==> src/rtl/instr_fetch_unit.sv <==
// instr_fetch_unit: byte-serial fetch, big-endian word assembly, prefetch FIFO.
// Ports: clk/rst, imem_en/imem_addr/imem_rdata, redirect_valid/redirect_pc,
//   instr_valid/instr_ready/instr/instr_pc/instr_next_pc, fifo_level.
module instr_fetch_unit #(
  parameter int                DEPTH    = 4,
  parameter int                ADDR_W   = 8,
  parameter logic [ADDR_W-1:0] RESET_PC = '0
) (
  input  logic              clk,
  input  logic              rst,
  output logic              imem_en,
  output logic [ADDR_W-1:0] imem_addr,
  input  logic [7:0]        imem_rdata,
  input  logic              redirect_valid,
  input  logic [ADDR_W-1:0] redirect_pc,
  output logic              instr_valid,
  input  logic              instr_ready,
  output logic [31:0]       instr,
  output logic [ADDR_W-1:0] instr_pc,
  output logic [ADDR_W-1:0] instr_next_pc,
  output logic [2:0]        fifo_level
);

  localparam int         PW   = $clog2(DEPTH);
  localparam logic [2:0] FULL = 3'(DEPTH);

  typedef enum logic [1:0] {
    BYTE0,
    BYTE1,
    BYTE2,
    BYTE3
  } state_t;

  state_t state, state_n;

  logic [ADDR_W-1:0] fetch_pc;
  logic [23:0]       asm_q;
  logic [31:0]       mem_w  [DEPTH];
  logic [ADDR_W-1:0] mem_pc [DEPTH];
  logic [PW-1:0]     wr_ptr, rd_ptr;
  logic [2:0]        count;

  logic active, push, pop;

  // A new word only starts with a free slot, so push never overflows.
  assign active = (state != BYTE0) || (count < FULL);
  assign push   = active && (state == BYTE3);
  assign pop    = instr_valid && instr_ready;

  assign imem_en   = active && !rst;
  assign imem_addr = fetch_pc + ADDR_W'(state);

  assign instr_valid   = (count != 3'd0);
  assign instr         = instr_valid ? mem_w[rd_ptr] : 32'd0;
  assign instr_pc      = instr_valid ? mem_pc[rd_ptr] : '0;
  assign instr_next_pc = instr_valid ? mem_pc[rd_ptr] + ADDR_W'(4) : '0;
  assign fifo_level    = count;

  always_comb begin
    state_n = state;
    if (active) begin
      unique case (state)
        BYTE0: state_n = BYTE1;
        BYTE1: state_n = BYTE2;
        BYTE2: state_n = BYTE3;
        BYTE3: state_n = BYTE0;
      endcase
    end
  end

  always_ff @(posedge clk) begin
    if (rst) begin
      state    <= BYTE0;
      fetch_pc <= RESET_PC;
      asm_q    <= '0;
      wr_ptr   <= '0;
      rd_ptr   <= '0;
      count    <= '0;
    end else if (redirect_valid) begin
      state    <= BYTE0;
      fetch_pc <= {redirect_pc[ADDR_W-1:2], 2'b00};
      wr_ptr   <= '0;
      rd_ptr   <= '0;
      count    <= '0;
    end else begin
      state <= state_n;
      if (active) begin
        unique case (state)
          BYTE0: asm_q[23:16] <= imem_rdata;
          BYTE1: asm_q[15:8]  <= imem_rdata;
          BYTE2: asm_q[7:0]   <= imem_rdata;
          BYTE3: fetch_pc     <= fetch_pc + ADDR_W'(4);
        endcase
      end
      if (push) wr_ptr <= wr_ptr + PW'(1);
      if (pop)  rd_ptr <= rd_ptr + PW'(1);
      if (push && !pop)      count <= count + 3'd1;
      else if (pop && !push) count <= count - 3'd1;
    end
  end

  // Storage needs no reset: the level counter alone qualifies entries.
  always_ff @(posedge clk) begin
    if (!rst && !redirect_valid && push) begin
      mem_w[wr_ptr]  <= {asm_q, imem_rdata};
      mem_pc[wr_ptr] <= fetch_pc;
    end
  end

endmodule

==> config.mk <==
export PLATFORM = sky130hd
export DESIGN_NAME = instr_fetch_unit
export DESIGN_NICKNAME = d
export VERILOG_FILES = /design/src/rtl/instr_fetch_unit.sv
export SDC_FILE = /design/constraint.sdc
export NUM_CORES = 1
export LEC_CHECK = 0
export ABC_AREA = 1
export CAP_MARGIN = 5
export CORE_MARGIN = 2
export CORE_UTILIZATION = 30
export CTS_BUF_LIST = sky130_fd_sc_hd__clkbuf_8
export DETAILED_ROUTE_END_ITERATION = 8
export GPL_TIMING_DRIVEN = 1
export PLACE_DENSITY = 0.44
export SYNTH_ARGS = -nofsm -noshare
export SYNTH_HDL_FRONTEND = slang
export SYNTH_SLANG_ARGS = --single-unit
==> constraint.sdc <==
create_clock -name clk -period 5.67 [get_ports clk]
set_clock_uncertainty 0.1 [all_clocks]
set_input_delay 0.567 -clock clk [delete_from_list [all_inputs] [get_ports clk]]
set_output_delay 0.567 -clock clk [all_outputs]
set_load 0.01 [all_outputs]
# Yosys cells after proc, flatten, opt, wreduce, memory -nomap -nowiden
# Memory sizes are Yosys's and may differ from the RTL's. A register that Yosys moved wholly into a read port is not among the register bits.
# Cells that the tools add are included.
word_totals:
  regBits: 41
  latchBits: 0
  ramBits: 160
  rom_bits: 0
  output_inout_bits: 61
  n_memories: 2
memory_table:
  columns: ["name", "depth", "word_bits", "rd", "rd_clocked_by_memory_dff", "wr", "line", "text"]
  rows:
  - ["mem_w", 4, 32, 1, 1, 1, "38", "logic [31:0] mem_w [DEPTH];"]
  - ["mem_pc", 4, 8, 1, 1, 1, "39", "logic [ADDR_W-1:0] mem_pc [DEPTH];"]
classes:
  addsub: 7
  n_mul: 0
  div: 0
  order_cmp: 1
  n_eq_ne: 3
  n_shift: 0
  muxes: 15
  n_bitwise: 1
  n_reduce_logical: 24
op_table:
  columns: ["operator", "count"]
  rows:
  - ["two-way mux 8 bit", 5]
  - ["two-way mux 32 bit", 1]
  - ["adder 8 x 3 -> 8 bit (second input constant)", 2]
  - ["AND reduction 3 bit", 3]
  - ["adder 8 x 2 -> 8 bit", 1]
  - ["two-way mux 2 bit", 4]
  - ["one-hot mux 2 bit (4 select lines)", 1]
  - ["nonzero test 2 bit", 4]
  - ["logical AND 1 bit", 7]
  - ["two-way mux 3 bit", 2]
  - ["adder 2 x 1 -> 2 bit (second input constant)", 2]
  - ["equality test 2 bit (second input constant)", 2]
  - ["logical NOT 1 bit", 4]
  - ["AND reduction 2 bit", 2]
  - ["adder 3 x 1 -> 3 bit (second input constant)", 1]
  - ["less-than comparator 3 bit (second input constant)", 1]
  - ["nonzero test 3 bit", 1]
  - ["subtractor 3 x 1 -> 3 bit (second input constant)", 1]
  - ["equality test 2 x 1 -> 1 bit (second input constant)", 1]
  - ["logical NOT 2 bit", 1]
  - ["two-way mux 1 bit", 2]
  - ["OR reduction 2 bit", 1]
  - ["logical OR 1 bit", 1]
  - ["inverter 1 bit", 1]

# Depth between registers and ports, before layout
depth:
  word_depth: 7
  depth_mapped: 11

# Worst setup path after synthesis
# Ideal clock, no wire load.
synth_path:
  kind: "input port to flip-flop"
  from: "input redirect_valid"
  to: "memory mem_pc[0][2] (enable)"
  arrival_ps: 2645
  slack_ps: 2491
  stages: 3
  path_buffers: 0
  cell_sequence: "nor2_1 > nand2_1 > nor2_1"
synth_via:
  elab_chain_len: 5
synth_lines:
  columns: ["item", "line", "text"]
  rows:
  - ["start: declaration", "14", "input logic redirect_valid,"]
  - ["logical NOT 1 bit", "104", "if (!rst && !redirect_valid && push) begin"]
  - ["logical AND 1 bit (2 in a row)", "104", null]
  - ["two-way mux 1 bit", "104", null]
  - ["two-way mux 1 bit (implied by the code)", "106", "mem_pc[wr_ptr] <= fetch_pc;"]
  - ["end: declaration", "39", null]
# Every way passes these cells.

==> results.md <==
- Synth area leaders: edfxtp_1, dfxtp_1, nor2_1, a21oi_1, o21ai_0
- Met3 WL: 724 microns
- Mapped Area: 7840 sq um
- Via count: approximately 5200
- Synthesis-to-layout area growth: 18.8%
- Clk root buf: clkbuf_8
- FP Rows: 59
- CP most frequent cell: nand2_1
- Max-slew violations: 0
- Die X-Extent: 166 microns
- Setup TNS: 0 ns
- Avg Synthesized Cell Area: approximately 11 sq um
- Dpl hpwl: approximately 11 mm
- Distinct cells, synth: 27
- Fill cell count: 2545
- Commonest non-fill, non-tap cell in the layout: edfxtp_1
- Min-delay src: rd_ptr[1]
- Layout Utilization: 36.1%
- Synth async-reset ratio: 0%
- ANT nets after route: 0
- Gr ovfl total: 0
- Ratio of cells with drive above 1 in the final layout: 6.71%
- Crit-path max FO: 39
- Uppermost layer routed: met4
- Clock Path Buffers: 2
- Main synth FF type: edfxtp_1
- Drt initial violations: 269
- Slowest CP cell: inv_2
- Worst setup margin: 1.68 ns
- Worst setup SP type: register
- Slew @ Worst Pin: 0.906 ns
- Setup slack, reg-to-reg: around 3.0 ns
- Critical path, cell by cell: buf_4, inv_2, nand3_1, nand2_1, ha_1, inv_1, nor2_1, nand2_1, a21oi_2, clkdlybuf4s50_1
- Die Y: between 150 and 200 microns
- Die area: 27400 sq um
- Cells after synthesis: 725
- Yosys top cell area share: 58.2%
- CP bufs+invs: 4
- Post-synth EDFFs: about 150
- Req. time, crit path: 5.00 ns
- Final instance area: 9320 sq um
- # resized after CTS: 0
- Met2 wire length: ~9.4 mm
- Initial Util: between 30% and 40%
- Initial antenna violation count: 0
- FF-to-FF path depth: 11
- Crit. End Element: output pin
- PwrDens: 274 nW/um^2
- DRC: 0
- Final WL: 18.8 mm
- Min-Delay Endpoint: rd_ptr[1]
- VDD IR max: 0.118 mV
- RSZ-0062 raised after global routing: no
- M1 WL: 8.48 mm
- Tcrit/Tclk final: 70.5%
- 1st-pass router iterations: 4
- Max-slew headroom: 39.5%
- Via count of the first global-routing pass: between 5000 and 6000
- # diodes: 0
- Worst-Skew Late Latency: 0.45 ns
- Fmax: 250 MHz
- Hold buffers post-CTS: 0
- CTS tree: done
- Post-placement cell area: 8920 sq um
- Total GRT Usage: 13.9%
- First-pass GRT wire length: 29.2 mm
- Final setup violating endpoints: 0
- PortBufs: 74
- Final #Nets: between 800 and 900
- Status: completed
- Core box area: 25800 sq um
- Clock slew seen by the registers of the worst setup and hold paths: 0.10 ns
- Clock Sinks: 193
- Avg WL per Cell: 16.5 microns
- Crit path time final: 3.99 ns
- Area leader, netlist: edfxtp_1
- Via-per-instance ratio: 4.59
- Final Hold Viols: 0
- Hold Crit Class: reg -> reg
- Most frequent cells in the layout: edfxtp_1, nor2_1, a21oi_1
- GPL Wtd Cong: approximately 0.74
- Pleak: 0.00323 uW
- Delay-heaviest family, CP: buffers and inverters
- IO Count: 81
- Hold depth: 2
- WS Path Type: reg -> out
- CTS buffer count: 17
- Register area share after synthesis: 68.7%
- H-tree levels: 4
- Pin count of the biggest net entering global routing: 77
- Post-CTS Setup Repair Bufs: 0
- Capturing point of the worst reg2reg path: fifo_level[2]
- Max Cap Violations: 0
- Flip-flop and latch count after synthesis: a little under 200
- R2R Path Start: fifo_level[0]
- Crit-path max cell delay: 0.74 ns
- Dpl ws: 2.06 ns
- Synth Warn #: 0
- CP arrival: 3.33 ns
registers in the layout (all words and copies together) (netlist names), named ones only:
name        count
fifo_level      3
state           2
mem_pc         24
asm_q          24
fetch_pc        6
mem_w         128
rd_ptr          2
wr_ptr          2
cells in the mapped netlist (all sizes together) (2+ instances only):
cell	count
nor2	154
edfxtp	152
o21ai	103
a21oi	76
inv	71
nand2	50
dfxtp	41
buf	25
nand3	18
clkbuf	12
ha	12
xor2	3
a31oi	2
nor3	2
metrics by stage:
stage | hold slack, ns | cells | total power, uW
after global routing | 0.406 | 1140 | 2660
after global placement | 0.358 | 1108 | 1700
after detailed placement | 0.362 | 1108 | 1700
after CTS | 0.379 | 1140 | 2580
after floorplan | 0.342 | 728 | 1640
final | 0.375 | 1140 | 2550
worst max-delay path by stage:
stage | endpoint | startpoint | cells after the start | slack (ns)
after detailed placement | mem_w[0][0] | rst | 5 | 2.06
after global routing | instr_next_pc[6] | register | 10 | 1.36
after global placement | mem_w[0][28] | rst | 5 | 2.12
after floorplan | mem_pc[0][2] | redirect_valid | 3 | 2.49
after CTS | instr_next_pc[6] | register | 10 | 1.61
final | instr_next_pc[6] | register | 10 | 1.68
area by class of cell:
class	instances	area, sq um	area share [%]
sequential	193	5390	57.8
multi-input combinational	427	2050	22.0
tap	335	419	4.50
inverter	71	267	2.86
clock inverter	15	159	1.71
clock buffer	17	234	2.51
timing repair buffer	82	801	8.59
report_power, final:
| part | total (uW) | switching (uW) | internal [uW] |
|---|---|---|---|
| Combinational | 107 | 61.9 | 45.2 |
| Sequential | 1560 | 20.1 | 1540 |
| Clock | 883 | 486 | 397 |
| Total | 2550 | 568 | 1980 |
worst min-delay path, cell delays in order, from the launching register on:
cell     delay (ns)
dfxtp_1        0.31
inv_1          0.06
a21oi_1        0.06
kinds of logic after synthesis:
kind of cell | Yosys count | share of synthesized area (%)
and+or+nand+nor | 224 | 11.1
adders and majority gates | 13 | 2.17
DFF | 193 | 68.7
AOI/OAI and AO/OA | 183 | 11.9
other | 1 | 0.0478
buffers and inverters | 108 | 5.76
xor gates and xnor gates | 3 | 0.335
layer usage:
layer,vias up,GRT usage [%]
li1,2584,-
met1,2529,17.4
met2,103,24.0
met3,11,3.46
met4,0,3.89
met5,-,0
(Power assumes the default switching activity.)
